===== src/rtl/uart_program_sender.sv =====
// ---------------------------------------------------------------------------
// uart_program_sender
//
// Host-side program loader. On start it transmits a boot image over an 8N1
// UART line: sync byte 0xAA, a 32-bit little-endian word count, then the
// program words (each little-endian) read from an external registered memory.
// It then waits for the 0xAA acknowledge from a companion uart_rx.
//
// Ports
//   clk        system clock
//   rst        asynchronous active-high reset
//   start      1-cycle pulse, accepted only in IDLE
//   num_words  number of program words, sampled on an accepted start
//   mem_addr   program memory word address
//   mem_data   program word, valid one cycle after mem_addr changes
//   txd        UART transmit line, idle high, registered
//   rx_data    byte from the external uart_rx
//   rx_valid   1-cycle strobe qualifying rx_data
//   busy       high from accepted start until DONE/ERROR is entered
//   done       1-cycle pulse on a correct acknowledge
//   err        sticky; ack timeout or wrong ack byte, cleared by next start
//
// state    | meaning
// ---------+-------------------------------------------------------------
// IDLE     | line idle, waiting for start
// SYNC     | launching the 0xAA sync frame
// LEN      | sending the 4 bytes of the word count
// FETCH    | latching the prefetched word, advancing mem_addr
// WORD     | sending the 4 bytes of the latched word
// WAIT_ACK | line idle, waiting for the acknowledge byte or timeout
// DONE     | done pulse, back to IDLE
// ERROR    | err set, back to IDLE
// ---------------------------------------------------------------------------
module uart_program_sender #(
   parameter int          CLK_PER_HALF_BIT = 434,
   parameter int          ADDR_W           = 15,
   parameter logic [31:0] ACK_TIMEOUT      = 32'd100_000_000
) (
   input  logic              clk,
   input  logic              rst,
   input  logic              start,
   input  logic [ADDR_W-1:0] num_words,
   output logic [ADDR_W-1:0] mem_addr,
   input  logic [31:0]       mem_data,
   output logic              txd,
   input  logic [7:0]        rx_data,
   input  logic              rx_valid,
   output logic              busy,
   output logic              done,
   output logic              err
);

   localparam int BIT_CLKS = 2 * CLK_PER_HALF_BIT;
   localparam int BAUD_W   = (BIT_CLKS > 2) ? $clog2(BIT_CLKS) : 2;
   localparam logic [BAUD_W-1:0] BAUD_LAST = BAUD_W'(BIT_CLKS - 1);

   typedef enum logic [2:0] {
      S_IDLE,
      S_SYNC,
      S_LEN,
      S_FETCH,
      S_WORD,
      S_WAIT_ACK,
      S_DONE,
      S_ERROR
   } state_t;

   state_t            state;
   logic [ADDR_W-1:0] nwords_q;
   logic [ADDR_W-1:0] words_sent;
   logic [31:0]       word_sr;
   logic [2:0]        byte_cnt;
   logic [31:0]       ack_cnt;

   // serializer
   logic [8:0]        tx_sr;
   logic [3:0]        bit_cnt;
   logic [BAUD_W-1:0] baud_cnt;
   logic              tx_active;

   logic              frame_end;
   logic              tx_ready;
   logic              stop_lead;
   logic              last_word;
   logic              ld;
   logic [7:0]        ld_byte;

   // frame_end is the final clock of a stop bit; a byte loaded then starts
   // its start bit on the very next clock, so back-to-back frames have no gap.
   assign frame_end = tx_active && (baud_cnt == '0) && (bit_cnt == 4'd9);
   assign tx_ready  = !tx_active || frame_end;

   // Two clocks before frame_end: enter FETCH here so the fetch cycle and the
   // WORD launch both land inside the last stop bit.
   assign stop_lead = tx_active && (baud_cnt == BAUD_W'(2)) && (bit_cnt == 4'd9);

   assign last_word = (state == S_LEN) ? (nwords_q == '0) : (words_sent == nwords_q);

   always_comb begin
      ld      = 1'b0;
      ld_byte = 8'h00;
      case (state)
         S_SYNC: begin
            if (tx_ready) begin
               ld      = 1'b1;
               ld_byte = 8'hAA;
            end
         end
         S_LEN, S_WORD: begin
            if (tx_ready && (byte_cnt != 3'd4)) begin
               ld      = 1'b1;
               ld_byte = word_sr[7:0];
            end
         end
         default: ;
      endcase
   end

   always_ff @(posedge clk or posedge rst) begin
      if (rst) begin
         state      <= S_IDLE;
         nwords_q   <= '0;
         words_sent <= '0;
         word_sr    <= '0;
         byte_cnt   <= '0;
         ack_cnt    <= '0;
         mem_addr   <= '0;
         busy       <= 1'b0;
         done       <= 1'b0;
         err        <= 1'b0;
         tx_sr      <= '1;
         bit_cnt    <= '0;
         baud_cnt   <= '0;
         tx_active  <= 1'b0;
         txd        <= 1'b1;
      end else begin
         // serializer: start bit, 8 data bits LSB first, stop bit
         if (ld) begin
            tx_sr     <= {1'b1, ld_byte};
            txd       <= 1'b0;
            bit_cnt   <= '0;
            baud_cnt  <= BAUD_LAST;
            tx_active <= 1'b1;
         end else if (tx_active) begin
            if (baud_cnt == '0) begin
               if (bit_cnt == 4'd9) begin
                  tx_active <= 1'b0;
               end else begin
                  txd      <= tx_sr[0];
                  tx_sr    <= {1'b1, tx_sr[8:1]};
                  bit_cnt  <= bit_cnt + 4'd1;
                  baud_cnt <= BAUD_LAST;
               end
            end else begin
               baud_cnt <= baud_cnt - BAUD_W'(1);
            end
         end

         done <= 1'b0;

         case (state)
            S_IDLE: begin
               if (start) begin
                  nwords_q   <= num_words;
                  words_sent <= '0;
                  mem_addr   <= '0;
                  err        <= 1'b0;
                  busy       <= 1'b1;
                  state      <= S_SYNC;
               end
            end

            S_SYNC: begin
               if (ld) begin
                  word_sr  <= 32'(nwords_q);
                  byte_cnt <= '0;
                  state    <= S_LEN;
               end
            end

            S_LEN, S_WORD: begin
               if (ld) begin
                  word_sr  <= {8'h00, word_sr[31:8]};
                  byte_cnt <= byte_cnt + 3'd1;
               end else if (byte_cnt == 3'd4) begin
                  if (last_word) begin
                     // ack window opens only once the final stop bit is out
                     if (frame_end) begin
                        ack_cnt <= '0;
                        state   <= S_WAIT_ACK;
                     end
                  end else if (stop_lead) begin
                     state <= S_FETCH;
                  end
               end
            end

            S_FETCH: begin
               // mem_addr has been stable for a whole frame, so mem_data
               // already holds this word; advancing mem_addr prefetches the next.
               word_sr    <= mem_data;
               mem_addr   <= mem_addr + ADDR_W'(1);
               words_sent <= words_sent + ADDR_W'(1);
               byte_cnt   <= '0;
               state      <= S_WORD;
            end

            S_WAIT_ACK: begin
               // a byte arriving on the timeout cycle wins over the timeout
               if (rx_valid) begin
                  busy <= 1'b0;
                  if (rx_data == 8'hAA) begin
                     done  <= 1'b1;
                     state <= S_DONE;
                  end else begin
                     err   <= 1'b1;
                     state <= S_ERROR;
                  end
               end else if (ack_cnt == ACK_TIMEOUT - 32'd1) begin
                  busy  <= 1'b0;
                  err   <= 1'b1;
                  state <= S_ERROR;
               end else begin
                  ack_cnt <= ack_cnt + 32'd1;
               end
            end

            S_DONE:  state <= S_IDLE;
            S_ERROR: state <= S_IDLE;
            default: state <= S_IDLE;
         endcase
      end
   end

endmodule


===== config.mk =====
export PLATFORM = sky130hd
export DESIGN_NAME = uart_program_sender
export DESIGN_NICKNAME = d
export VERILOG_FILES = /design/src/rtl/uart_program_sender.sv
export SDC_FILE = /design/constraint.sdc
export NUM_CORES = 1
export LEC_CHECK = 0
export ABC_CLOCK_PERIOD_IN_PS = 4150
export BUFFER_PORTS_ARGS = -buffer_cell sky130_fd_sc_hd__buf_2
export CAP_MARGIN = 10
export CORE_MARGIN = 4
export CORE_UTILIZATION = 53
export DETAILED_ROUTE_END_ITERATION = 6
export PLACE_DENSITY_LB_ADDON = 0.12
export SYNTH_ARGS = -nofsm -noshare
export SYNTH_HDL_FRONTEND = slang
export SYNTH_SLANG_ARGS = --single-unit

===== constraint.sdc =====
create_clock -name clk -period 4.15 [get_ports clk]
set_clock_uncertainty 0.05 [all_clocks]
set_input_delay 0.415 -clock clk [delete_from_list [all_inputs] [get_ports clk]]
set_output_delay 0.415 -clock clk [all_outputs]
set_load 0.02 [all_outputs]

Yosys cells after proc, flatten, opt, wreduce, memory -nomap -nowiden:

Cells that the tools add are included.

* bits of input ports: 59
* RAM bits: 0
* logic and storage cells: 143
* bits in registers: 143
* output and inout port bits: 19
* memory bits (read-only): 0
* memories kept: 0
* latch bits: 0

* add/subtract/negate cells: 6
* bitwise logic cells: 0
* shift operators: 0
* equal/unequal tests: 29
* reduce and logical (&&, ||, !) cells: 27
* mux-type cells: 66
* divide/modulo/power cells: 0
* multiply operators: 0
* magnitude comparators: 0

Operators by type and width (count)
* 2-to-1 mux 32 bit: 8
* one-hot mux 32 bit (3 select lines): 1
* one-hot mux 32 bit (2 select lines): 1
* one-hot mux 15 bit (2 select lines): 2
* 2-to-1 mux 10 bit: 4
* 2-to-1 mux 9 bit: 4
* 2-to-1 mux 3 bit: 11
* adder 32 x 1 -> 32 bit, second input constant: 1
* == test 32 x 27 -> 1 bit, second input constant: 1
* adder 15 x 1 -> 15 bit, second input constant: 2
* 2-to-1 mux 1 bit: 22
* != test 2 bit, second input constant: 10
* != test 3 bit, second input constant: 6
* one-hot mux 3 bit (6 select lines): 1
* 2-to-1 mux 4 bit: 4
* 2-to-1 mux 8 bit: 2
* one-hot mux 8 bit (2 select lines): 1
* == test 15 bit: 1
* == test 3 bit, second input constant: 5
* logical NOT 15 bit: 1
* 2-to-1 mux 15 bit: 1
* AND reduction 7 bit: 2
* == test 10 x 2 -> 1 bit, second input constant: 1
* logical NOT 10 bit: 1
* other kinds (19): 35

Logic depth before layout (Yosys ltp):

Gate-level depths: netlist of run 1.

* depth in word-level cells: 9
* mapped depth: 10

Worst setup path after synthesis of run 1:

Ideal clock, no wire load.

* path type: reg2reg
* start: register baud_cnt[0]
* end: register word_sr[15]
* library setup time: 0.121 ns
* stages on the path, launching flop included: 10
* arrival time: 2.409 ns
* path slack: 1.570 ns
* buffers on the path: 1
* cell sequence: dfrtp_1 -> inv_1 -> ha_1 -> or4b_2 -> o41ai_4 -> and2_1 -> nor2_1 -> clkbuf_1 -> a22oi_1 -> nand2_1

* longest elaborated chain between the ends: 9
* elaborated cells between the ends (all ways): 11
* those cells by class: 2 x eq/ne; 3 x mux; 6 x reduce/logical

Ends and longest elaborated chain
* start, declared: line 78 `logic [BAUD_W-1:0] baud_cnt;`
* start signal, assigned: line 155 `baud_cnt <= baud_cnt - BAUD_W'(1);`
* logical NOT 10 bit *: line 90 `assign frame_end = tx_active && (baud_cnt == '0) && (bit_cnt == 4'd9);`
* logical AND 1 bit * (2 in series): line 90
* logical OR 1 bit *: line 91 `assign tx_ready = !tx_active || frame_end;`
* logical AND 1 bit: line 110 `if (tx_ready && (byte_cnt != 3'd4)) begin`
* 2-to-1 mux 1 bit: line 110
* one-hot mux 1 bit (2 select lines) *: line 102 `case (state)`
* != test 2 bit (no line)
* AND reduction 3 bit (no line) *
* end signal, assigned: line 175 `word_sr <= 32'(nwords_q);`
* end signal, assigned: line 183 `word_sr <= {8'h00, word_sr[31:8]};`
* end signal, assigned: line 201 `word_sr <= mem_data;`
* end, declared: line 71 `logic [31:0] word_sr;`

Every way passes the cells marked *; elsewhere a longest branch is shown, timed or not.
A chain may end at the register's enable or synchronous reset.

Worst setup path in the final report of run 1:

* start: register baud_cnt[0]
* end: register byte_cnt[2]

* longest elaborated chain between the ends: 9
* elaborated cells between the ends (all ways): 11
* those cells by class: 2 x eq/ne; 3 x mux; 6 x reduce/logical

Ends and longest elaborated chain
* logical NOT 10 bit *: line 90
* logical AND 1 bit * (2 in series): line 90
* logical OR 1 bit *: line 91
* logical AND 1 bit: line 110
* 2-to-1 mux 1 bit: line 110
* one-hot mux 1 bit (2 select lines) *: line 102
* != test 2 bit (no line)
* AND reduction 3 bit (no line) *
* end signal, assigned: line 184 `byte_cnt <= byte_cnt + 3'd1;`
* end, declared: line 72 `logic [2:0] byte_cnt;`

Marks and branches as above.

==> results of run 1 <==
## area by class of cell
| cell class | count | area (um2) |
|---|---|---|
| inverters | 15 | 60.1 |
| clock buffers | 23 | 468 |
| multi-input cells | 608 | 3600 |
| fillers | 1175 | 4930 |
| repair buffers | 88 | 480 |
| clock inverters | 9 | 133 |
| well taps | 176 | 220 |
| flip-flops and latches | 142 | 3560 |
## registers in the layout, indices dropped and copies added (netlist names)
signal      count
tx_active       1
mem_addr       15
byte_cnt        3
bit_cnt         4
words_sent     15
baud_cnt       10
err             1
state           3
nwords_q       15
tx_sr           8
ack_cnt        32
txd             1
done            1
busy            1
word_sr        32
## layer usage
layer  vias to the layer above  routed length [um]  global-route usage [%]  part of all wire, %
met5                         -                   0                       0                    0
met3                        29                 957                    5.88                  5.3
li1                       3074                   -                       -                    -
met2                       182                8940                    38.7                   49
met4                         0                 357                    7.95                  2.0
met1                      3103                7930                    31.2                   44
## cells in the mapped netlist (10+ instances only)
master      n  area share (%)
mux2i_1    11             1.5
a31oi_1    12             1.0
clkbuf_1   36             1.8
o21ai_1    11            0.75
and3_1     13             1.1
xor2_1     14             1.7
o22ai_1    13             1.1
nor2_1     58             2.9
dfrtp_1   133              45
a21oi_1    31             2.1
o31ai_1    20             2.0
nor3_1     13            0.88
nand4_1    22             1.9
ha_1       10             1.7
nand2_1   131             6.7
o21ai_0    79             5.4
mux2_2     15             2.3
nand3_1    34             2.3
inv_1      15            0.76
## final timing paths
check | start | end | slack, ps
min in group clk | mem_data[16] | word_sr[16] | 120
hold reg to reg | txd | txd | 420
max in group asynchronous | rst | tx_sr[4] | 3020
setup reg to reg | baud_cnt[0] | byte_cnt[2] | 930
hold / removal | rst | word_sr[15] | 80
setup / recovery | baud_cnt[0] | byte_cnt[2] | 930
## where the power goes
group / total, mW / internal (mW) / switching, mW
combinational: 1.70 / 0.697 / 1.00
sequential: 2.36 / 1.86 / 0.503
clock: 1.57 / 0.979 / 0.586
total: 5.63 / 3.54 / 2.09
## layout by cell type (no fill, tap or decap), types with 4 or more instances in the layout
cell type and count:
xor2_1 14, or4_1 7, and3_1 13, xnor2_1 9, nand2b_1 4, nor2_1 58
buf_4 10, clkbuf_1 4, nand2_1 131, a22oi_1 9, dfrtp_1 133, nor4_1 9
o221ai_1 8, o21ai_0 79, clkbuf_16 17, nand4_1 22, a221o_1 6, buf_2 77
o22ai_1 13, a22o_1 4, nor3_1 13, inv_1 14, mux2i_1 11, a31oi_1 12
o21ai_1 11, and2_1 9, a21oi_1 31, o31ai_1 20, o211ai_1 8, dfstp_2 9
or3_1 7, nand3_1 34, ha_1 10, or2_2 4, nor2b_1 4, mux2_2 15
## per-stage QoR
stage | cells | power [mW] | hold slack [ps]
finish | 1061 | 5.63 | 79.1
global route | 1061 | 6.00 | 133
CTS | 1061 | 5.63 | 90.1
detailed placement | 1029 | 4.05 | 411
global placement | 1029 | 3.97 | 397
floorplan | 807 | 3.54 | 381
## critical path, stage by stage, from the launching register on
cell and delay (ps):
dfrtp_1 410, inv_1 140, ha_1 180, or4b_2 660, o41ai_4 400, nand2_1 520
nor2_2 520, nand2_1 120, o21ai_1 150
## cell families (layout without fill, tap and decap cells)
kind of cell | count (synthesis) | in the layout
xor gates and xnor gates | 23 | 23
AOI/OAI and AO/OA | 215 | 215
and+or+nand+nor | 334 | 334
buffers and inverters | 57 | 135
muxes | 26 | 26
DFF | 142 | 142
adders and majority gates | 10 | 10
==> key figures, run 1 <==
Logic synthesis
  – Post-synthesis xor/xnor area fraction: 2.73%
  – Main combinational cell family by area after synthesis: simple AND/OR/NAND/NOR gates
  – Multiplexer share of the synthesized area: 3.78%
  – Primary FF master, synth: dfrtp_1
  – Syn Inst Count: 807
  – Synthesized area: 0.00739 mm2
  – Yosys warning count: 0
  – Synth Area in Simple Gates: 21.8%
  – Seq/Total Area, Yosys: 48.3%
  – Synth async-reset ratio: 100%
  – Number of library cell types mapped by synthesis: 61
  – Mapped Nets: 876
  – Flops & latches, synth: 142
  – Compound-Gate Fraction of Synth Area: 18.7%
  – Adder-Cell Fraction of Synth Area: 1.69%
  – Post-Syn Area per Cell: 9.15 um2
  – Number of synthesized flops with an enable pin: 0

Floorplan
  – Initial Util: 54.9%
  – Chip height: 126 um
  – Full die area: 0.0159 mm2
  – Core area: 0.0135 mm2
  – IO Pins: 78
  – Rows: 42
  – Die extent in x: 126 um

Clock tree
  – Clock slew at reported path FFs: 60 ps
  – # hold bufs at CTS: 0
  – CTS Buf Count: 17
  – CTS root buf: clkbuf_16
  – Clock latency on the worst-skew pair: 430 ps
  – TritonCTS clock tree: yes
  – # Post-CTS Setup Buffers: 0
  – CTS sink count: 142
  – CTS resizes: 0
  – Deepest clock path buffer count: 2
  – H-Tree Depth: 4

STA
  – Final Slew Violations: 0
  – Fin crit share: 77.7%
  – Slew @ Worst Pin: 1150 ps
  – Clock period minus final worst setup slack: 3220 ps
  – Setup TNS: 0 ps
  – Hold Fails Final Rpt: 0
  – Post-route setup slack: 926 ps
  – Setup Viol. Count Final: 0
  – Max Clk Rate: 310 MHz
  – RSZ-0062 raised after global routing: no
  – Max-slew headroom: 22.8%

GRT
  – Initial antenna violation count: 0
  – Total global-route track usage: 23.7%
  – Vias in the first global route: 6241
  – Largest net degree at the start of global routing: 74
  – Global-route wire length before repair: 30800 um
  – GRT overflow: 0

Pwr
  – PwrDens: 660 mW/mm2
  – Maximum vdd ir drop: 0.000348 V
  – Leak Pwr: 3.77 nW

Job
  – # Max-Cap Violations: 0

Worst setup path
  – CP startpoint kind: flip-flop
  – Kind of critical path: reg -> reg
  – Max Fanout on Critical Path: 20
  – Worst Reg2Reg Path Length in Cells: 8
  – Critical Path AT: 3520 ps
  – Setup crit end kind: flip-flop
  – Worst endpoint required time: 4450 ps

Hold path
  – Hold/Removal Path Class: in -> async

Finish
  – Antenna Cells: 0
  – Share of post-route cells with drive strength above 1: 17.4%
  – Final Core Density: 63.3%
  – Syn-to-layout area delta: 15.4%
  – Nets: 941
  – Fin area: 0.00852 mm2

Placement
  – Port Buffers: 77
  – Setup WS pre-CTS: 973 ps
  – Placed Area: 0.00792 mm2
  – Detail Placement HPWL: 12500 um
  – GPL Wtd Cong: 0.857

Detailed routing
  – Drt drc: 0
  – Via count: 6388
  – Pre-antenna DRT Iters: 6
  – Vias/cell: 6.02
  – ANT nets after route: 0
  – DRT iter0 DRCs: 483
  – Wire per inst: 17.1 um
  – Final wirelength: 18200 um

Status
  – Outcome: finished, final reports clean
No activity file was read; power rests on OpenSTA's default activity.
==> inputs of run 2 (changes only) <==
Settings changed: ABC_CLOCK_PERIOD_IN_PS 4150 to 3300, CORE_UTILIZATION 53 to 56.
Clock period 4.15 ns to 3.3 ns, I/O delays scaled along.
==> run 2 against run 1 <==
  * Register-to-register slack worse by 640 ps
  * Non-clock buffer count grew 7
  * First-iteration DRC count rose by 22%
  * Worst setup slack lost 640 ps
  * Critical path type unchanged
  * Maximum frequency grew 7.1%
  * Sequential power grew 26%
  * Combinational power increased by 30%
  * Global-route usage rose by 2.2 points
  * Total power is 27% higher
  * Hold slack worse by 78 ps
==> key figures, run 2 (synthesis gave the netlist of run 1 again) <==
STA
  – Final Slew Violations: 0 (unchanged)
  – Max-slew headroom: 9.81% (-13 points)
  – Fin crit share: 91.3% (+14 points)
  – Max Clk Rate: 332 MHz (+7.1%)
  – Hold Fails Final Rpt: 0 (unchanged)
  – Setup Viol. Count Final: 0 (unchanged)
  – Clock period minus final worst setup slack: 3010 ps (-212 ps)
  – Slew @ Worst Pin: 1350 ps (+194 ps)
  – Setup TNS: 0 ps (unchanged)
  – RSZ-0062 raised after global routing: no

GRT
  – GRT overflow: 0 (unchanged)
  – Initial antenna violation count: 0 (unchanged)
  – Total global-route track usage: 25.9% (+2.2 points)
  – Largest net degree at the start of global routing: 70 (-5.4%)
  – Global-route wire length before repair: 30600 um (-0.38%)
  – Vias in the first global route: 6199 (-0.67%)

Finish
  – Most frequent cells in the layout: dfrtp_1 (133), nand2_1 (131), o21ai_0 (79)
  – Share of post-route cells with drive strength above 1: 18.4% (+0.98 points)
  – Layout filler cell count: 1052 (-10%)
  – Commonest non-fill, non-tap cell in the layout: dfrtp_1
  – Syn-to-layout area delta: 16.2%
  – Multi-input logic area: 0.00360 mm2 (unchanged)
  – Nets: 948 (+0.74%)
  – Antenna Cells: 0 (unchanged)
  – Top flop regs: ack_cnt x32, word_sr x32
  – Final Core Density: 67.2% (+3.8 points)
  – Register Area: 0.00356 mm2 (unchanged)

Clock tree
  – H-Tree Depth: 4 (unchanged)
  – # Post-CTS Setup Buffers: 0 (unchanged)
  – TritonCTS clock tree: yes
  – Clock latency on the worst-skew pair: 440 ps (about the same)
  – # hold bufs at CTS: 0 (unchanged)
  – CTS resizes: 0 (unchanged)
  – Deepest clock path buffer count: 2 (unchanged)
  – Clock slew at reported path FFs: 60 ps (about the same)
  – CTS sink count: 142 (unchanged)
  – CTS Buf Count: 17 (unchanged)
  – CTS root buf: clkbuf_16

Job
  – # Max-Cap Violations: 0 (unchanged)

Floorplan
  – Chip height: 123 um (-2.5%)
  – Core area: 0.0128 mm2 (-5.1%)
  – Full die area: 0.0151 mm2 (-5.0%)
  – Die extent in x: 123 um (-2.5%)
  – Rows: 41 (-2.4%)
  – IO Pins: 78 (unchanged)
  – Initial Util: 57.8% (+2.9 points)

Worst setup path
  – Critical Path Start: byte_cnt[0]
  – Reg2reg start: byte_cnt[0]
  – R2R Setup Slk: 290 ps (-640 ps)
  – Worst endpoint required time: 3580 ps (-870 ps)
  – Kind of critical path: reg -> reg
  – Setup crit end kind: flip-flop
  – CP startpoint kind: flip-flop
  – Max Fanout on Critical Path: 20 (unchanged)
  – Worst Reg2Reg Path Length in Cells: 9 (+1)
  – R2R Path End: word_sr[1]
  – Critical Path AT: 3290 ps (-230 ps)

Placement
  – GPL Wtd Cong: 0.883 (+3.0%)
  – Detail Placement HPWL: 13000 um (+4.0%)
  – Port Buffers: 77 (unchanged)

Pwr
  – Maximum vdd ir drop: 0.000583 V (+68%)
  – Leak Pwr: 3.81 nW (+1.1%)
  – PwrDens: 833 mW/mm2 (+26%)

Detailed routing
  – Vias/cell: 6.03 (+0.12%)
  – Pre-antenna DRT Iters: 6 (unchanged)
  – ANT nets after route: 0 (unchanged)
  – Drt drc: 0 (unchanged)
  – Final wirelength: 18700 um (+2.7%)
  – Via count: 6414 (+0.41%)
  – Wire per inst: 17.6 um (+2.4%)
  – DRT iter0 DRCs: 589 (+22%)

Hold path
  – Hold/Removal Path Class: in -> async

Status
  – Outcome: finished, final reports clean
run 2: cell count changes in the layout (fill, tap and decap cells not counted):
cell	previous run	this run
buf_4	10	17
clkbuf_1	4	1
clkinv_4	0	4
clkinv_2	2	0
bufinv_16	3	2
clkbuf_8	2	4
run 2: power breakdown:
part | internal, mW | total, mW | switching (mW)
clock | 1.20 | 1.96 | 0.762
sequential | 2.34 | 2.97 | 0.632
combinational | 0.897 | 2.21 | 1.32
run 2: metal layers:
metal,GRT usage (%),up-vias,part of all wire (%)
met3,5.94,28,4.6
met2,42.2,179,50
li1,-,3077,-
met4,8.75,0,1.7
met1,34.2,3130,44
met5,0,-,0
run 2: worst max-delay path by stage:
stage / end / slack [ps] / cells past startpoint
after floorplan: word_sr[15] / 720 / 9
after global placement: word_sr[5] / 610 / 9
after detailed placement: word_sr[1] / 440 / 9
after CTS: word_sr[1] / 380 / 9
after global routing: word_sr[1] / 120 / 10
final: word_sr[1] / 290 / 9
run 2: worst max-delay path, cell delays in order, from the launching register on:
cell and delay, ps:
dfrtp_1 410, inv_1 70, ha_1 180, and2_1 300
o22ai_1 160, and2_1 200, nor2_1 1000, buf_4 330
nand2_1 80, o21ai_0 110
run 2: final cells by class:
cell class                      instances  area share (%)
Clock buffer                           22            5.64
Sequential cell                       142            41.5
Tap cell                              172            2.51
Multi-Input combinational cell        608            41.9
Timing Repair Buffer                   95            6.21
Clock inverter                         10            1.49
Inverter                               15           0.700
run 2: per-stage QoR:
step / total power, mW / hold WS [ps] / setup WS (ps) / instance area, um2 / cells
4_1_cts: 7.15 / 19.3 / 379 / 8580 / 1064
3_3_place_gp: 5.02 / 401 / 605 / 7970 / 1032
3_5_place_dp: 5.15 / 425 / 438 / 7970 / 1032
5_1_grt: 7.58 / 28.9 / 116 / 8580 / 1064
6_report: 7.15 / 1.04 / 289 / 8580 / 1064
2_1_floorplan: 4.45 / 381 / 720 / 7390 / 807
